[src/rtl/tap_controller_if.sv]
// Pin-side bundle of the TAP controller: TMS/instruction in, scan strobes out.
// CNT_W must match the CNT_W of the tap_controller it is bound to.
interface tap_controller_if #(
    parameter int CNT_W = 8
);
    logic             tms;
    logic [1:0]       inst;
    logic             capture_dr;
    logic             shift_dr;
    logic             update_dr;
    logic             capture_ir;
    logic             shift_ir;
    logic             update_ir;
    logic             select_ir;
    logic             tdo_en;
    logic             bs_en;
    logic             logic_reset;
    logic [CNT_W-1:0] shift_count;

    // master drives the pins (chip top / bench), slave is the controller
    modport master (
        output tms, inst,
        input  capture_dr, shift_dr, update_dr,
        input  capture_ir, shift_ir, update_ir,
        input  select_ir, tdo_en, bs_en, logic_reset, shift_count
    );

    modport slave (
        input  tms, inst,
        output capture_dr, shift_dr, update_dr,
        output capture_ir, shift_ir, update_ir,
        output select_ir, tdo_en, bs_en, logic_reset, shift_count
    );
endinterface

[src/rtl/tap_controller.sv]
// 16-state JTAG TAP controller. Sequences the boundary-scan DR chain and the
// 2-bit IR with Moore strobes decoded from the registered state, tracks the
// number of shift cycles (saturating) and drives bs_en for EXTEST.
// Optional build macro TAP_STATE_OUT_EN exposes the raw state code as
// output port tap_state[3:0].
module tap_controller #(
    parameter int         CNT_W     = 8,
    parameter logic [1:0] EXTEST_OP = 2'b00
) (
    input  logic             TCK,
    input  logic             TRST_N,
    tap_controller_if.slave  bus
`ifdef TAP_STATE_OUT_EN
    ,
    output logic [3:0]       tap_state
`endif
);

    typedef enum logic [3:0] {
        TLR     = 4'hF,
        RTI     = 4'hC,
        SEL_DR  = 4'h7,
        CAP_DR  = 4'h6,
        SH_DR   = 4'h2,
        EX1_DR  = 4'h1,
        PAU_DR  = 4'h3,
        EX2_DR  = 4'h0,
        UPD_DR  = 4'h5,
        SEL_IR  = 4'h4,
        CAP_IR  = 4'hE,
        SH_IR   = 4'hA,
        EX1_IR  = 4'h9,
        PAU_IR  = 4'hB,
        EX2_IR  = 4'h8,
        UPD_IR  = 4'hD
    } tap_state_e;

    localparam logic [CNT_W-1:0] CNT_MAX = {CNT_W{1'b1}};
    localparam logic [CNT_W-1:0] CNT_ONE = {{(CNT_W-1){1'b0}}, 1'b1};

    tap_state_e       state;
    tap_state_e       state_nxt;
    logic [CNT_W-1:0] cnt;
    logic             bs_en_q;
    logic             upd_ir_d;

    // State register; async reset parks the TAP in Test-Logic-Reset
    always_ff @(posedge TCK or negedge TRST_N) begin
        if (!TRST_N) state <= TLR;
        else         state <= state_nxt;
    end

    // Next-state decode from TMS
    always_comb begin
        state_nxt = state;
        unique case (state)
            TLR:    state_nxt = bus.tms ? TLR    : RTI;
            RTI:    state_nxt = bus.tms ? SEL_DR : RTI;
            SEL_DR: state_nxt = bus.tms ? SEL_IR : CAP_DR;
            CAP_DR: state_nxt = bus.tms ? EX1_DR : SH_DR;
            SH_DR:  state_nxt = bus.tms ? EX1_DR : SH_DR;
            EX1_DR: state_nxt = bus.tms ? UPD_DR : PAU_DR;
            PAU_DR: state_nxt = bus.tms ? EX2_DR : PAU_DR;
            EX2_DR: state_nxt = bus.tms ? UPD_DR : SH_DR;
            UPD_DR: state_nxt = bus.tms ? SEL_DR : RTI;
            SEL_IR: state_nxt = bus.tms ? TLR    : CAP_IR;
            CAP_IR: state_nxt = bus.tms ? EX1_IR : SH_IR;
            SH_IR:  state_nxt = bus.tms ? EX1_IR : SH_IR;
            EX1_IR: state_nxt = bus.tms ? UPD_IR : PAU_IR;
            PAU_IR: state_nxt = bus.tms ? EX2_IR : PAU_IR;
            EX2_IR: state_nxt = bus.tms ? UPD_IR : SH_IR;
            UPD_IR: state_nxt = bus.tms ? SEL_DR : RTI;
            default: state_nxt = TLR;
        endcase
    end

    // Moore strobes and selects decoded from the registered state
    always_comb begin
        bus.capture_dr  = (state == CAP_DR);
        bus.shift_dr    = (state == SH_DR);
        bus.update_dr   = (state == UPD_DR);
        bus.capture_ir  = (state == CAP_IR);
        bus.shift_ir    = (state == SH_IR);
        bus.update_ir   = (state == UPD_IR);
        bus.tdo_en      = (state == SH_DR) || (state == SH_IR);
        bus.logic_reset = (state == TLR);
        bus.select_ir   = (state == SEL_IR) || (state == CAP_IR) ||
                          (state == SH_IR)  || (state == EX1_IR) ||
                          (state == PAU_IR) || (state == EX2_IR) ||
                          (state == UPD_IR);
        bus.bs_en       = bs_en_q;
        bus.shift_count = cnt;
    end

    // Shift-cycle counter: zeroed entering Capture, counts Shift cycles,
    // sticks at all-ones, holds through Exit/Pause so a resumed shift continues
    always_ff @(posedge TCK or negedge TRST_N) begin
        if (!TRST_N) begin
            cnt <= '0;
        end else if (state_nxt == CAP_DR || state_nxt == CAP_IR) begin
            cnt <= '0;
        end else if ((state == SH_DR || state == SH_IR) && cnt != CNT_MAX) begin
            cnt <= cnt + CNT_ONE;
        end
    end

    // bs_en samples the decoded instruction one edge after Update-IR so the
    // IR update flops have settled; dropped whenever the TAP sits in TLR
    always_ff @(posedge TCK or negedge TRST_N) begin
        if (!TRST_N) begin
            upd_ir_d <= 1'b0;
            bs_en_q  <= 1'b0;
        end else begin
            upd_ir_d <= (state == UPD_IR);
            if (upd_ir_d)          bs_en_q <= (bus.inst == EXTEST_OP);
            else if (state == TLR) bs_en_q <= 1'b0;
        end
    end

`ifdef TAP_STATE_OUT_EN
    // Raw state code for debug visibility
    assign tap_state = state;
`endif

endmodule

[src/flat_wrapper.sv]
// flat-port wrapper written by rule: the top's interface ports become plain ports
module tap_controller_flat 
#(
    parameter int         CNT_W     = 8,
    parameter logic [1:0] EXTEST_OP = 2'b00
)
  (TCK, TRST_N, bus_tms, bus_inst, bus_capture_dr, bus_shift_dr, bus_update_dr, bus_capture_ir, bus_shift_ir, bus_update_ir, bus_select_ir, bus_tdo_en, bus_bs_en, bus_logic_reset, bus_shift_count);
  tap_controller_if #(.CNT_W(CNT_W)) bus_i ();
  input  logic TCK;
  input  logic TRST_N;
  input wire logic [$bits(bus_i.tms)-1:0] bus_tms;
  input wire logic [$bits(bus_i.inst)-1:0] bus_inst;
  output wire logic [$bits(bus_i.capture_dr)-1:0] bus_capture_dr;
  output wire logic [$bits(bus_i.shift_dr)-1:0] bus_shift_dr;
  output wire logic [$bits(bus_i.update_dr)-1:0] bus_update_dr;
  output wire logic [$bits(bus_i.capture_ir)-1:0] bus_capture_ir;
  output wire logic [$bits(bus_i.shift_ir)-1:0] bus_shift_ir;
  output wire logic [$bits(bus_i.update_ir)-1:0] bus_update_ir;
  output wire logic [$bits(bus_i.select_ir)-1:0] bus_select_ir;
  output wire logic [$bits(bus_i.tdo_en)-1:0] bus_tdo_en;
  output wire logic [$bits(bus_i.bs_en)-1:0] bus_bs_en;
  output wire logic [$bits(bus_i.logic_reset)-1:0] bus_logic_reset;
  output wire logic [$bits(bus_i.shift_count)-1:0] bus_shift_count;
  assign bus_i.tms = bus_tms;
  assign bus_i.inst = bus_inst;
  assign bus_capture_dr = bus_i.capture_dr;
  assign bus_shift_dr = bus_i.shift_dr;
  assign bus_update_dr = bus_i.update_dr;
  assign bus_capture_ir = bus_i.capture_ir;
  assign bus_shift_ir = bus_i.shift_ir;
  assign bus_update_ir = bus_i.update_ir;
  assign bus_select_ir = bus_i.select_ir;
  assign bus_tdo_en = bus_i.tdo_en;
  assign bus_bs_en = bus_i.bs_en;
  assign bus_logic_reset = bus_i.logic_reset;
  assign bus_shift_count = bus_i.shift_count;
  tap_controller #(.CNT_W(CNT_W), .EXTEST_OP(EXTEST_OP)) u_core (.TCK(TCK), .TRST_N(TRST_N), .bus(bus_i));
endmodule
[config.mk]
export PLATFORM = sky130hd
export DESIGN_NAME = tap_controller_flat
export DESIGN_NICKNAME = d
export VERILOG_FILES = /design/src/rtl/tap_controller_if.sv /design/src/rtl/tap_controller.sv /design/src/flat_wrapper.sv
export SDC_FILE = /design/constraint.sdc
export NUM_CORES = 1
export LEC_CHECK = 0
export ABC_CLOCK_PERIOD_IN_PS = 2050
export BUFFER_PORTS_ARGS = -buffer_cell sky130_fd_sc_hd__buf_2
export CELL_PAD_IN_SITES_DETAIL_PLACEMENT = 0
export CELL_PAD_IN_SITES_GLOBAL_PLACEMENT = 1
export CORE_MARGIN = 2
export CORE_UTILIZATION = 37
export DETAILED_ROUTE_END_ITERATION = 8
export PLACE_DENSITY_LB_ADDON = 0.1
export RECOVER_POWER = 100
export SLEW_MARGIN = 20
export SYNTH_ARGS = -nofsm -noshare
export SYNTH_HDL_FRONTEND = slang
export SYNTH_SLANG_ARGS = --single-unit
[constraint.sdc]
create_clock -name TCK -period 2.05 [get_ports TCK]
set_input_delay 0.205 -clock TCK [delete_from_list [all_inputs] [get_ports TCK]]
set_output_delay 0.205 -clock TCK [all_outputs]
set_load 0.1 [all_outputs]
==> results.toml <==
[status]
status = "finished clean"

[global_route]
grt_max_degree = 15
grt_overflow_total = 0
grt_use_met3_pct = 5.556
track_usage_pct = 15.66
use_met1_pct = 21.21
antenna_found_initial = 0
first_global_vias = 653
met2_usage_pct = 22.59
grt_pass1_wl_um = 2939
top_usage_layer = "met2"

[drt]
drc = 0
vias = 704
drtIter0Drc = 4
postRouteWirelength_um = 1681
post_drt_wl_per_cell_um = 11.92
via_per_inst = 4.993
firstDrtPassIters = 2
ant_nets = 0

[finish]
num-nets-final = 121
final_util_pct = 50.06
fillCellCount = 209
diodes = 0
drive_above_1_share_pct = 30.70
syn_to_final_growth_pct = 24.65
layout.cells.non_filler = 141

[logic_synthesis]
ys_seq_area_share_pct = 43.76
synth-seq-cells = 14
syn_area_sq_um = 812.0
synth_area_leader_cell = "dfrtp_1"
ys_types = 31
synthesis.nets = 95
synth_top_area_share_pct = 30.82
synth_area_leaders = "dfrtp_1 31%, dfstp_2 13%, nor2_1 6.5%"
netlist_instances = 89
syn_avg_cell_area_sq_um = 9.124
yosys_warnings = 0

[floorplan]
num_rows = 16
die_h_um = 50.85
design.core.area_sq_mm = 0.002022
ioPinCount = 23
die_w_um = 50.85
start_util_pct = 40.16
die_area_sq_mm = 0.002585

[timing]
setup_viol = 0
hold_viol = 0
grt_setup_unrepaired = "false"
fmax_mhz = 521.7
drv_slew = 0
tightest_slew_ns = 1.158
fin_crit_ns = 1.917
fin_skew_ns = 0.003569
relSlewSlack_pct = 23.13
finalCritPeriodShare_pct = 93.51
setup_ws_ns = 0.1331

[place]
place_congestion = 0.7341
dp_cells = 133
io_buffers = 22
post-place-ws_ns = 0.3256
hpwlAfterDp_um = 1245

[worst_setup_path]
crit_chain = "or2b_1, nand2_1, nand2_1, o21ai_1, buf_12"
cp.buffers_inverters = 1
crit_family = "flip-flops"
crit_required_ns = 1.85
cp_slowest_stage_delay_ns = 0.65
slowest_stage = "dfstp_2"
crit_fanout = 11
worst_ep_arrival_time_ns = 1.71
crit_top_cell = "nand2_1"
end_kind = "output pin"
path_class = "reg2out"
crit_path_start_kind = "flop"

[clocking]
clkLatencyLatePin_ns = 0.28
clk_pin_slew_ns = 0.08
clockBufferDepth = 2
cts_tree = "done"
root_buffer = "clkbuf_4"
htree_levels = 1
clock_sinks = 14
numCtsBuffers = 3

[job]
maxCapViolCount = 0

[hold_path]
hold_class = "in2reg"
[flip-flops by register name (all words and copies together), names as in the netlist]
signal and count:
u_core.bus.shift_count 8, u_core.upd_ir_d 1, u_core.bus.bs_en 1, u_core.state 4
[metrics by stage]
step                      TNS, ns  instance area [sq um]  hold slack [ns]
after floorplan            -1.728                  830.8         -0.09059
after global placement          0                  973.4           0.1180
after detailed placement        0                  973.4           0.1205
after CTS                       0                   1022           0.1868
after global routing            0                   1012           0.2032
final                           0                   1012           0.1907
[synthesized netlist by cell type, drive strengths merged]
cell type  number
ha              1
xor2            5
a22o            1
clkbuf          2
o211ai          2
and3            2
or2b            1
nor2           14
nand2b          3
or3             2
dfstp           4
and2            2
inv             1
nand4           2
mux2            1
nor3            1
buf             3
nand2           9
a31oi           1
and4b           1
mux2i           1
o21ai           9
a21oi           5
nand3           4
nor3b           1
dfrtp          10
nor2b           1
[logic make-up after synthesis]
logic type | share of synthesized area (%)
xor+xnor | 5.393
fa+ha+maj | 1.541
mux | 2.619
simple gates | 27.43
buf+inv | 4.314
flops | 43.76
compound gates | 14.95
[worst paths after layout]
kind,startpoint,end,slack [ns],cells after the start
min,bus_inst[0],u_core.bus.bs_en,0.19,4
max reg2reg,u_core.state[1],u_core.bus.shift_count[5],0.17,5
min in group asynchronous,TRST_N,u_core.bus.shift_count[2],0.50,2
max,u_core.state[0],bus_select_ir,0.13,5
max in group asynchronous,TRST_N,u_core.bus.shift_count[0],1.04,2
min reg2reg,u_core.upd_ir_d,u_core.bus.bs_en,0.47,1
[routing by layer]
metal / routed length (um) / part of all wire [%] / up-vias
met3: 81 / 4.8 / 4
met4: 27 / 1.6 / 0
met5: 0 / 0 / -
met2: 746 / 44 / 14
li1: - / - / 355
met1: 826 / 49 / 331
[worst register-to-register path: cells and delay by family (launching register included)]
family	cells	cell delay, ns
flip-flops	1	0.65
AO/OA/AOI/OAI	2	0.32
buffers and inverters	1	0.16
AND/OR/NAND/NOR	2	0.68
[placed cells by master, fill, tap and decap left out, types with 2 or more instances in the layout]
cell type / count
o21ai_0: 7
dfrtp_1: 9
clkbuf_1: 8
a21oi_2: 2
o211ai_1: 2
nand4_1: 2
nand3_1: 4
nand2_1: 9
and3_1: 2
xor2_1: 5
buf_2: 3
nor2_2: 3
dfstp_2: 3
or3_1: 2
clkbuf_4: 6
clkbuf_2: 8
a21oi_1: 3
nand2b_1: 3
nor2_1: 11
[layout make-up]
| class | count | area, sq um | area share, % |
|---|---|---|---|
| multi-input cells | 69 | 425.4 | 42.03 |
| flip-flops and latches | 14 | 356.6 | 35.23 |
| repair buffers | 26 | 156.4 | 15.45 |
| clock buffers | 4 | 36.28 | 3.585 |
| well taps | 27 | 33.78 | 3.337 |
| inverters | 1 | 3.754 | 0.3708 |
[timing repair]
item                                    CTS  global route
resized for setup                         1             2
setup buffers                             0             3
endpoints found under the hold margin    10             0
endpoints found under the setup margin    1             4
hold buffers                              1             0
Power is not shown: default switching activity piles up to over one toggle a cycle in this logic, so the estimate is an artifact.
